$ cat src/rtl/pw_trigger_pkg.sv
// pw_trigger_pkg
//   Shared types and default widths for the trigger sequencer.
//   - state_e       : sequencer FSM states
//   - P_*_WIDTH     : default counter widths (cycles / pulses)
package pw_trigger_pkg;

  localparam int P_DELAY_WIDTH = 20;
  localparam int P_PULSE_WIDTH = 17;
  localparam int P_COUNT_WIDTH = 4;

  typedef enum logic [2:0] {
    ST_IDLE  = 3'd0,
    ST_ARMED = 3'd1,
    ST_DELAY = 3'd2,
    ST_PULSE = 3'd3,
    ST_GAP   = 3'd4,
    ST_DONE  = 3'd5
  } state_e;

endpackage

$ cat src/rtl/pw_trigger_sequencer_if.sv
// pw_trigger_sequencer_if
//   Configuration / match / status bundle between the register block and
//   pattern matcher (master side) and the trigger sequencer (slave side).
//   Inputs : I_arm, I_match, I_delay, I_width, I_gap, I_num_pulses
//   Outputs: O_trigger, O_busy, O_done, O_pulse_count
interface pw_trigger_sequencer_if
  import pw_trigger_pkg::*;
#(
  parameter int pDELAY_WIDTH = P_DELAY_WIDTH,
  parameter int pPULSE_WIDTH = P_PULSE_WIDTH,
  parameter int pCOUNT_WIDTH = P_COUNT_WIDTH
);

  logic                    I_arm;
  logic                    I_match;
  logic [pDELAY_WIDTH-1:0] I_delay;
  logic [pPULSE_WIDTH-1:0] I_width;
  logic [pDELAY_WIDTH-1:0] I_gap;
  logic [pCOUNT_WIDTH-1:0] I_num_pulses;
  logic                    O_trigger;
  logic                    O_busy;
  logic                    O_done;
  logic [pCOUNT_WIDTH-1:0] O_pulse_count;

  modport master (
    output I_arm, I_match, I_delay, I_width, I_gap, I_num_pulses,
    input  O_trigger, O_busy, O_done, O_pulse_count
  );

  modport slave (
    input  I_arm, I_match, I_delay, I_width, I_gap, I_num_pulses,
    output O_trigger, O_busy, O_done, O_pulse_count
  );

endinterface

$ cat src/rtl/pw_trig_down_counter.sv
// pw_trig_down_counter
//   Loadable down-counter with zero flag. Saturates at zero (never wraps).
//   Ports: fe_clk, reset_i (async, active high)
//          i_load / i_value : load a new count (has priority over i_dec)
//          i_dec            : decrement by one while non-zero
//          o_zero           : count is zero
module pw_trig_down_counter #(
  parameter int pWIDTH = 20
) (
  input  logic              fe_clk,
  input  logic              reset_i,
  input  logic              i_load,
  input  logic [pWIDTH-1:0] i_value,
  input  logic              i_dec,
  output logic              o_zero
);

  localparam logic [pWIDTH-1:0] ONE = 1;

  logic [pWIDTH-1:0] r_count;

  always_ff @(posedge fe_clk or posedge reset_i) begin
    if (reset_i)                        r_count <= '0;
    else if (i_load)                    r_count <= i_value;
    else if (i_dec && (r_count != '0))  r_count <= r_count - ONE;
  end

  assign o_zero = (r_count == '0);

endmodule

$ cat src/rtl/pw_trigger_sequencer.sv
// pw_trigger_sequencer
//   Turns a single-cycle pattern-match pulse into a programmable trigger
//   waveform: delay, then num_pulses pulses of width cycles separated by
//   gap cycles. Configuration is captured at the accepted match.
//   Ports: fe_clk, reset_i (async, active high)
//          bus (slave) : I_arm, I_match, I_delay, I_width, I_gap,
//                        I_num_pulses -> O_trigger, O_busy, O_done,
//                        O_pulse_count (all outputs registered)
module pw_trigger_sequencer
  import pw_trigger_pkg::*;
#(
  parameter int pDELAY_WIDTH = P_DELAY_WIDTH,
  parameter int pPULSE_WIDTH = P_PULSE_WIDTH,
  parameter int pCOUNT_WIDTH = P_COUNT_WIDTH
) (
  input logic                   fe_clk,
  input logic                   reset_i,
  pw_trigger_sequencer_if.slave bus
);

  localparam logic [pDELAY_WIDTH-1:0] D_ONE = 1;
  localparam logic [pPULSE_WIDTH-1:0] W_ONE = 1;
  localparam logic [pCOUNT_WIDTH-1:0] C_ONE = 1;

  state_e                  r_state;
  logic [pPULSE_WIDTH-1:0] r_width_m1;
  logic [pDELAY_WIDTH-1:0] r_gap_m1;
  logic [pCOUNT_WIDTH-1:0] r_num;
  logic                    r_trigger;
  logic                    r_busy;
  logic                    r_done;
  logic [pCOUNT_WIDTH-1:0] r_pulse_count;

  logic [pPULSE_WIDTH-1:0] w_in_width_m1;
  logic [pDELAY_WIDTH-1:0] w_in_gap_m1;
  logic [pDELAY_WIDTH-1:0] w_in_delay_m1;
  logic [pCOUNT_WIDTH-1:0] w_in_num;
  logic                    w_delay_zero;
  logic                    w_start;
  logic                    w_abort;
  logic                    w_last;
  logic                    w_dg_zero;
  logic                    w_w_zero;
  logic                    w_dg_load;
  logic                    w_dg_dec;
  logic [pDELAY_WIDTH-1:0] w_dg_val;
  logic                    w_w_load;
  logic                    w_w_dec;
  logic [pPULSE_WIDTH-1:0] w_w_val;

  // Timers count "remaining cycles minus one": a state lasting N cycles is
  // loaded with N-1 on entry and exits on the edge where the count is zero.
  // Zero width/gap/count are promoted to one.
  assign w_in_width_m1 = (bus.I_width == '0) ? '0 : bus.I_width - W_ONE;
  assign w_in_gap_m1   = (bus.I_gap   == '0) ? '0 : bus.I_gap   - D_ONE;
  assign w_in_delay_m1 = bus.I_delay - D_ONE;
  assign w_in_num      = (bus.I_num_pulses == '0) ? C_ONE : bus.I_num_pulses;
  assign w_delay_zero  = (bus.I_delay == '0);

  assign w_start = (r_state == ST_ARMED) && bus.I_arm && bus.I_match;
  assign w_abort = !bus.I_arm &&
                   ((r_state == ST_DELAY) || (r_state == ST_PULSE) || (r_state == ST_GAP));
  assign w_last  = (r_pulse_count == r_num);

  // Timer control. The delay timer doubles as the gap timer since the two
  // intervals never overlap.
  always_comb begin
    w_dg_load = 1'b0;
    w_dg_val  = '0;
    w_w_load  = 1'b0;
    w_w_val   = '0;
    if (w_start) begin
      if (w_delay_zero) begin
        w_w_load = 1'b1;
        w_w_val  = w_in_width_m1;
      end else begin
        w_dg_load = 1'b1;
        w_dg_val  = w_in_delay_m1;
      end
    end else if (bus.I_arm) begin
      case (r_state)
        ST_DELAY, ST_GAP: if (w_dg_zero) begin
          w_w_load = 1'b1;
          w_w_val  = r_width_m1;
        end
        ST_PULSE: if (w_w_zero && !w_last) begin
          w_dg_load = 1'b1;
          w_dg_val  = r_gap_m1;
        end
        default: ;
      endcase
    end
  end

  assign w_dg_dec = (r_state == ST_DELAY) || (r_state == ST_GAP);
  assign w_w_dec  = (r_state == ST_PULSE);

  pw_trig_down_counter #(.pWIDTH(pDELAY_WIDTH)) u_dg_timer (
    .fe_clk  (fe_clk),
    .reset_i (reset_i),
    .i_load  (w_dg_load),
    .i_value (w_dg_val),
    .i_dec   (w_dg_dec),
    .o_zero  (w_dg_zero)
  );

  pw_trig_down_counter #(.pWIDTH(pPULSE_WIDTH)) u_w_timer (
    .fe_clk  (fe_clk),
    .reset_i (reset_i),
    .i_load  (w_w_load),
    .i_value (w_w_val),
    .i_dec   (w_w_dec),
    .o_zero  (w_w_zero)
  );

  always_ff @(posedge fe_clk or posedge reset_i) begin
    if (reset_i) begin
      r_state       <= ST_IDLE;
      r_width_m1    <= '0;
      r_gap_m1      <= '0;
      r_num         <= '0;
      r_trigger     <= 1'b0;
      r_busy        <= 1'b0;
      r_done        <= 1'b0;
      r_pulse_count <= '0;
    end else if (w_abort) begin
      // Arm dropped mid-sequence: stop cleanly, keep the pulse tally.
      r_state   <= ST_IDLE;
      r_trigger <= 1'b0;
      r_busy    <= 1'b0;
    end else begin
      case (r_state)
        ST_IDLE: if (bus.I_arm) r_state <= ST_ARMED;
        ST_ARMED: begin
          if (!bus.I_arm) begin
            r_state <= ST_IDLE;
          end else if (bus.I_match) begin
            r_width_m1 <= w_in_width_m1;
            r_gap_m1   <= w_in_gap_m1;
            r_num      <= w_in_num;
            r_busy     <= 1'b1;
            if (w_delay_zero) begin
              r_state       <= ST_PULSE;
              r_trigger     <= 1'b1;
              r_pulse_count <= C_ONE;
            end else begin
              r_state       <= ST_DELAY;
              r_pulse_count <= '0;
            end
          end
        end
        ST_DELAY, ST_GAP: if (w_dg_zero) begin
          r_state       <= ST_PULSE;
          r_trigger     <= 1'b1;
          r_pulse_count <= r_pulse_count + C_ONE;
        end
        ST_PULSE: if (w_w_zero) begin
          r_trigger <= 1'b0;
          if (w_last) begin
            r_state <= ST_DONE;
            r_busy  <= 1'b0;
            r_done  <= 1'b1;
          end else begin
            r_state <= ST_GAP;
          end
        end
        ST_DONE: if (!bus.I_arm) begin
          r_state <= ST_IDLE;
          r_done  <= 1'b0;
        end
        default: r_state <= ST_IDLE;
      endcase
    end
  end

  assign bus.O_trigger     = r_trigger;
  assign bus.O_busy        = r_busy;
  assign bus.O_done        = r_done;
  assign bus.O_pulse_count = r_pulse_count;

endmodule

$ cat src/flat_wrapper.sv
// flat-port wrapper written by rule: the top's interface ports become plain ports
module pw_trigger_sequencer_flat import pw_trigger_pkg::*;
#(
  parameter int pDELAY_WIDTH = P_DELAY_WIDTH,
  parameter int pPULSE_WIDTH = P_PULSE_WIDTH,
  parameter int pCOUNT_WIDTH = P_COUNT_WIDTH
)
  (fe_clk, reset_i, bus_I_arm, bus_I_match, bus_I_delay, bus_I_width, bus_I_gap, bus_I_num_pulses, bus_O_trigger, bus_O_busy, bus_O_done, bus_O_pulse_count);
  pw_trigger_sequencer_if #(.pDELAY_WIDTH(pDELAY_WIDTH), .pPULSE_WIDTH(pPULSE_WIDTH), .pCOUNT_WIDTH(pCOUNT_WIDTH)) bus_i ();
  input logic fe_clk;
  input logic reset_i;
  input wire logic [$bits(bus_i.I_arm)-1:0] bus_I_arm;
  input wire logic [$bits(bus_i.I_match)-1:0] bus_I_match;
  input wire logic [$bits(bus_i.I_delay)-1:0] bus_I_delay;
  input wire logic [$bits(bus_i.I_width)-1:0] bus_I_width;
  input wire logic [$bits(bus_i.I_gap)-1:0] bus_I_gap;
  input wire logic [$bits(bus_i.I_num_pulses)-1:0] bus_I_num_pulses;
  output wire logic [$bits(bus_i.O_trigger)-1:0] bus_O_trigger;
  output wire logic [$bits(bus_i.O_busy)-1:0] bus_O_busy;
  output wire logic [$bits(bus_i.O_done)-1:0] bus_O_done;
  output wire logic [$bits(bus_i.O_pulse_count)-1:0] bus_O_pulse_count;
  assign bus_i.I_arm = bus_I_arm;
  assign bus_i.I_match = bus_I_match;
  assign bus_i.I_delay = bus_I_delay;
  assign bus_i.I_width = bus_I_width;
  assign bus_i.I_gap = bus_I_gap;
  assign bus_i.I_num_pulses = bus_I_num_pulses;
  assign bus_O_trigger = bus_i.O_trigger;
  assign bus_O_busy = bus_i.O_busy;
  assign bus_O_done = bus_i.O_done;
  assign bus_O_pulse_count = bus_i.O_pulse_count;
  pw_trigger_sequencer #(.pDELAY_WIDTH(pDELAY_WIDTH), .pPULSE_WIDTH(pPULSE_WIDTH), .pCOUNT_WIDTH(pCOUNT_WIDTH)) u_core (.fe_clk(fe_clk), .reset_i(reset_i), .bus(bus_i));
endmodule
$ cat config.mk
export PLATFORM = sky130hd
export DESIGN_NAME = pw_trigger_sequencer_flat
export DESIGN_NICKNAME = d
export VERILOG_FILES = /design/src/rtl/pw_trigger_pkg.sv /design/src/rtl/pw_trigger_sequencer_if.sv /design/src/rtl/pw_trig_down_counter.sv /design/src/rtl/pw_trigger_sequencer.sv /design/src/flat_wrapper.sv
export SDC_FILE = /design/constraint.sdc
export NUM_CORES = 1
export LEC_CHECK = 0
export ABC_CLOCK_PERIOD_IN_PS = 4600
export CAP_MARGIN = 10
export CORE_MARGIN = 1
export CORE_UTILIZATION = 55
export DETAILED_ROUTE_END_ITERATION = 16
export GPL_TIMING_DRIVEN = 0
export PLACE_DENSITY = 0.79
export SLEW_MARGIN = 20
export SYNTH_ARGS = -nofsm -noshare
export SYNTH_HDL_FRONTEND = slang
export SYNTH_SLANG_ARGS = --single-unit
$ cat constraint.sdc
create_clock -name fe_clk -period 4.6 [get_ports fe_clk]
set_input_delay 0.92 -clock fe_clk [delete_from_list [all_inputs] [get_ports fe_clk]]
set_output_delay 0.92 -clock fe_clk [all_outputs]
set_load 0.03 [all_outputs]
== After elaboration in Yosys (flattened, before gate mapping) ==
Index checks and enable logic that the tools add are counted.

* Add/subtract/negate cells: 6
* Eq/ne operators: 21
* Multiplexer cells: 59
* Bitwise gates (word level): 1
* Reductions and logical operators: 33

{| class="wikitable"
|+ Operators by type and width
! cell !! count
|-
| 20-bit two-way mux || 8
|-
| 17-bit two-way mux || 8
|-
| 20-bit logical NOT || 3
|-
| 20-bit by 1-bit subtractor with 20-bit output, second input constant || 3
|-
| 17-bit logical NOT || 2
|-
| 17-bit by 1-bit subtractor with 17-bit output, second input constant || 2
|-
| 1-bit two-way mux || 27
|-
| 3-bit two-way mux || 7
|-
| 5-bit AND reduction || 4
|-
| 20-bit nonzero test || 1
|-
| 17-bit nonzero test || 1
|-
| 4-bit two-way mux || 4
|-
| 3-bit by 2-bit != test with 1-bit output, second input constant || 5
|-
| 3-bit one-hot mux with 5 select lines || 1
|-
| 3-bit by 1-bit != test with 1-bit output, second input constant || 3
|-
| 2-bit != test, second input constant || 4
|-
| 4-bit one-hot mux with 2 select lines || 1
|-
| 2-bit nonzero test || 4
|-
| 3-bit by 2-bit == test with 1-bit output, second input constant || 2
|-
| 3-bit == test, second input constant || 2
|-
| 1-bit logical AND || 6
|-
| 6-bit AND reduction || 1
|-
| 4-bit by 1-bit adder with 4-bit output, second input constant || 1
|-
| 4-bit == test || 1
|-
| 14 further kinds || 19
|}

* Bits in registers: 88
* Input port bits: 65
* Output and inout bits: 7
* Word-level logic and storage cells: 130

== Longest topological paths before layout ==
* Depth in word-level cells: 8
* Mapped depth: 10
* Gate-level depth less buffers: 8

== Hierarchy ==
From an unflattened synthesis, not the netlist that was laid out.

* Cell total of the unflattened synthesis: 752
* Area, all modules: 6113.4 sq um

{| class="wikitable"
|+ Modules (own cells, without submodules)
! module !! times used !! cells each !! area an instance (sq um) !! seq. area each (sq um)
|-
| pw_trigger_sequencer || 1 || 476 || 3694.8 || 1276.2
|-
| pw_trig_down_counter at u_core.u_dg_timer || 1 || 138 || 1263.7 || 500.5
|-
| pw_trig_down_counter at u_core.u_w_timer || 1 || 138 || 1154.9 || 425.4
|}

== Least setup slack after synthesis ==
No wires, ideal clock.

* Path kind: input to register
* From: input bus_I_width[5]
* To: register u_core.u_w_timer.r_count[0]
* Setup time: 124 ps
* Arrival time: 2829 ps
* Data required time: 4476 ps
* Slack: 1647 ps
* Stages: 8
* Buffers on the path: 2
* Path through: or4_1 nor3_1 a21o_1 buf_2 or2_1 clkbuf_1 nor2_1 a211o_1

* Word-level cells in the longest chain between the ends: 5

{| class="wikitable"
|+ Ends and longest elaborated chain
! item !! line !! source
|-
| start: declaration || flat_wrapper.sv:15 || <nowiki>input wire logic [$bits(bus_i.I_width)-1:0] bus_I_width;</nowiki>
|-
| 17-bit logical NOT || pw_trigger_sequencer.sv:54 || <nowiki>assign w_in_width_m1 = (bus.I_width == '0) ? '0 : bus.I_width - W_ONE;</nowiki>
|-
| 17-bit two-way mux || pw_trigger_sequencer.sv:54 ||
|-
| 17-bit two-way mux || pw_trigger_sequencer.sv:73 || <nowiki>if (w_delay_zero) begin</nowiki>
|-
| 17-bit two-way mux || pw_trigger_sequencer.sv:72 || <nowiki>if (w_start) begin</nowiki>
|-
| 17-bit two-way mux || pw_trig_down_counter.sv:24 || <nowiki>else if (i_load) r_count <= i_value;</nowiki>
|-
| end signal: assignment || pw_trig_down_counter.sv:24 ||
|-
| end signal: assignment || pw_trig_down_counter.sv:25 || <nowiki>else if (i_dec && (r_count != '0)) r_count <= r_count - ONE;</nowiki>
|-
| end: declaration || pw_trig_down_counter.sv:20 || <nowiki>logic [pWIDTH-1:0] r_count;</nowiki>
|}

Every way passes these cells.
A chain may end at the register's enable or synchronous reset.

== Worst setup path after layout ==
* From: input bus_I_width[4]
* To: register u_core.u_w_timer.r_count[9]

* Word-level cells in the longest chain between the ends: 5
* Elaborated cells on any way between the ends: 6
* Classes of those cells: 1 x add/sub; 4 x mux; 1 x reduce/logical

{| class="wikitable"
|+ Ends and longest elaborated chain
! item !! line
|-
| 17-bit by 1-bit subtractor with 17-bit output or 17-bit logical NOT (tied branches) || pw_trigger_sequencer.sv:54
|-
| 17-bit two-way mux * || pw_trigger_sequencer.sv:54
|-
| 17-bit two-way mux * || pw_trigger_sequencer.sv:73
|-
| 17-bit two-way mux * || pw_trigger_sequencer.sv:72
|-
| 17-bit two-way mux * || pw_trig_down_counter.sv:24
|}

Mark *: on every way between the ends. The rest lies on a longest branch, timed or not.

==> impl_metrics.toml <==
[synth]
ys_ff_latch = 88
yosysSeqAreaShare_pct = 37.45
synth_edf_count = 0
synth_area_per_cell_um2 = 8.535
postSynthCellCount = 689
synth_nets = 765
yosys_warnings = 0
synth.cell_area_mm2 = 0.005881
ys.flop_type = "dfrtp_1"
synth_cell_types = 69
ys_async_sr_fraction_pct = 100.0

[routing]
ant_nets = 0
drcViolationCount = 0
wl_per_cell_um = 18.77
routed_wl_um = 17130
drtPass1Iterations = 5
vias = 5817
drtIter0Drc = 473
drt-vias-per-instance = 6.371

[clocking]
cts_tree = "yes"
clk_pin_slew_ns = 0.09
cts_hold_buf = 0
ctsResizeCount = 0
h-tree-depth = 3
clock_sinks = 88
post-cts-setup-buffer-count = 0
numCtsBuffers = 9
cts_buffer_depth = 2
root_buffer = "clkbuf_8"
clk_latency_ns = 0.40

[sta]
worst_pin_slew_ns = 0.9307
max_slew_margin_pct = 37.38
fmax_mhz = 270.5
fin_tns_setup_ns = 0
period_minus_slack_ns = 3.697
whs_ns = 0.4847
slew_violations = 0
hold_viol_final = 0
finalCritPeriodShare_pct = 80.38
clock_skew_ns = 0.01481
setup_viol = 0
rsz0062_at_grt = "false"

[critical_path]
critPathSlowestCell = "or4_1"
crit_fanout = 10
cp_cell_sequence = "clkdlybuf4s50_1, or4_1, nor3_1, a21o_1, buf_2, or2_1, clkbuf_1, o22ai_1, or2_1"
arrival_ns = 3.98
cp-startpoint = "bus_I_width[4]"
crit_family = "simple AND/OR/NAND/NOR gates"
crit_type = "in -> reg"
critPathMaxStageDelay_ns = 0.59
cp_data_required_time_ns = 4.88
critPathMostFrequentCell = "or2_1"
end_kind = "flip-flop"
crit_buf_inv = 3
critPathLaunchType = "input pin"
timing.rr.start = "u_core.u_dg_timer.r_count[6]"

[place]
placed_cell_area_mm2 = 0.006798
gp_congestion = 0.8728
dpl.hpwl_um = 12950
io_buffers = 71

[final_layout]
final_cell_mix = "dfrtp_1, nand2_1, clkdlybuf4s50_1"
finalNetCount = 848
multi_input_area_mm2 = 0.003465
regArea_mm2 = 0.002202
drive_above_1_share_pct = 6.692
n_antenna_cell = 0
fill_cells = 875
area_delta_synth_final_pct = 18.89
layout_commonest_cell = "dfrtp_1"
fin_area_mm2 = 0.006992

[grt]
grt_pass1_wl_um = 27630
grt_max_degree = 47
grt_pass1_vias = 5519
antenna_found_initial = 1
track_usage_pct = 32.07
grt_overflow_total = 0

[power_and_ir_drop]
power_density_mw_per_mm2 = 502.4
leakagePower_nw = 2.829
ir_drop_mv = 0.3591

[die]
rows = 37
design.core.area_mm2 = 0.01032
die_height_um = 105.4
dieArea_mm2 = 0.01111
fp.dieW_um = 105.4
io-pin-count = 72
initial_core_util_pct = 56.96

[min_path]
min-delay-path-class = "reg -> reg"
hold_start = "u_core.r_width_m1[8]"

[run]
maxCapViolCount = 0

[run_status]
status = "finished, final reports clean"
[per-stage QoR]
step | util, % | setup slack (ns) | total power [mW] | instances
after detailed placement | 65.85 | 0.5643 | 2.945 | 897
after CTS | 67.66 | 1.001 | 3.477 | 913
after floorplan | - | 1.401 | 2.425 | 689
after global routing | 67.73 | 0.7590 | 3.742 | 913
after global placement | 65.50 | -0.02356 | 2.845 | 896
final | 67.73 | 0.9026 | 3.513 | 913
[registers in the layout, indices dropped and copies added, names as in the netlist]
register	count
u_core.bus.O_pulse_count	4
u_core.bus.O_trigger	1
u_core.bus.O_busy	1
u_core.u_w_timer.r_count	17
u_core.r_width_m1	17
u_core.bus.O_done	1
u_core.r_num	4
u_core.r_state	3
u_core.u_dg_timer.r_count	20
u_core.r_gap_m1	20
[layout make-up]
| type | count | area share (%) |
|---|---|---|
| inverters | 21 | 1.163 |
| well taps | 136 | 2.434 |
| flip-flops and latches | 88 | 31.50 |
| multi-input cells | 552 | 49.55 |
| plain buffers | 28 | 2.112 |
| clock buffers | 10 | 1.969 |
| clock inverters | 6 | 0.7158 |
| repair buffers | 72 | 10.56 |
[worst reg2reg max path, delay by kind of cell (launching register included)]
family | cells | cell delay, ns
AO/OA/AOI/OAI | 2 | 0.53
buffers and inverters | 2 | 0.45
AND/OR/NAND/NOR | 4 | 1.64
flip-flops | 1 | 0.43
[layer usage]
metal  track usage (%)  vias to the layer above  wire, um
met3             6.865                       21      1300
met5                 0                        -         8
li1                  -                     2706         -
met1             44.73                     2851      7766
met2             49.86                      237      7850
met4             9.960                        2       208
[kinds of logic after synthesis]
group | count (synthesis) | share of synthesized area, %
buffers and inverters | 49 | 3.851
adders and majority gates | 11 | 2.340
AOI/OAI and AO/OA | 186 | 20.81
xor gates and xnor gates | 59 | 8.787
DFF | 88 | 37.45
muxes | 2 | 0.3404
and+or+nand+nor | 294 | 26.43
[synthesized netlist by cell type (5+ instances only)]
master    instances  area [um^2]
dfrtp_1          88         2202
o22a_1            6        52.55
nand3b_1          6        45.04
o21ai_0          63        315.3
and3_1            5        31.28
nand4_1           8        50.05
nand3_1          21        105.1
nor4_1           21        131.4
o21a_1            8        60.06
ha_1             11        137.6
or3_1            12        75.07
or2_2             9        56.30
inv_1            21        78.83
nor3_1           32        160.2
nor2_1           54        202.7
o22ai_1           5        31.28
nand2_1          76        285.3
nand2b_1          7        43.79
xor2_1           25        219.0
clkbuf_1         16        60.06
o31ai_1          12        90.09
xnor2_1          34        297.8
a31oi_1           8        50.05
a21oi_1          25        125.1
a22o_1           10        87.58
a22oi_1          10        75.07
or4_1            15        112.6
[where the power goes]
| group | internal, mW | total, mW | switching, mW |
|---|---|---|---|
| logic | 0.642 | 1.60 | 0.962 |
| clock network | 0.218 | 0.535 | 0.317 |
| registers | 1.09 | 1.37 | 0.285 |
| total | 1.95 | 3.51 | 1.56 |
[path summary, 6_finish.rpt]
kind	endpoint	slack (ns)	depth (start not counted)
worst min-delay path	u_core.r_width_m1[8]	0.48	2
worst min register to register	u_core.r_width_m1[8]	0.48	2
min in group asynchronous	u_core.u_w_timer.r_count[1]	0.94	2
worst max-delay path	u_core.u_w_timer.r_count[9]	0.90	9
worst max register to register	u_core.u_w_timer.r_count[14]	1.43	8
max in group asynchronous	u_core.u_dg_timer.r_count[7]	3.03	3
No activity file was read; power rests on OpenSTA's default activity.
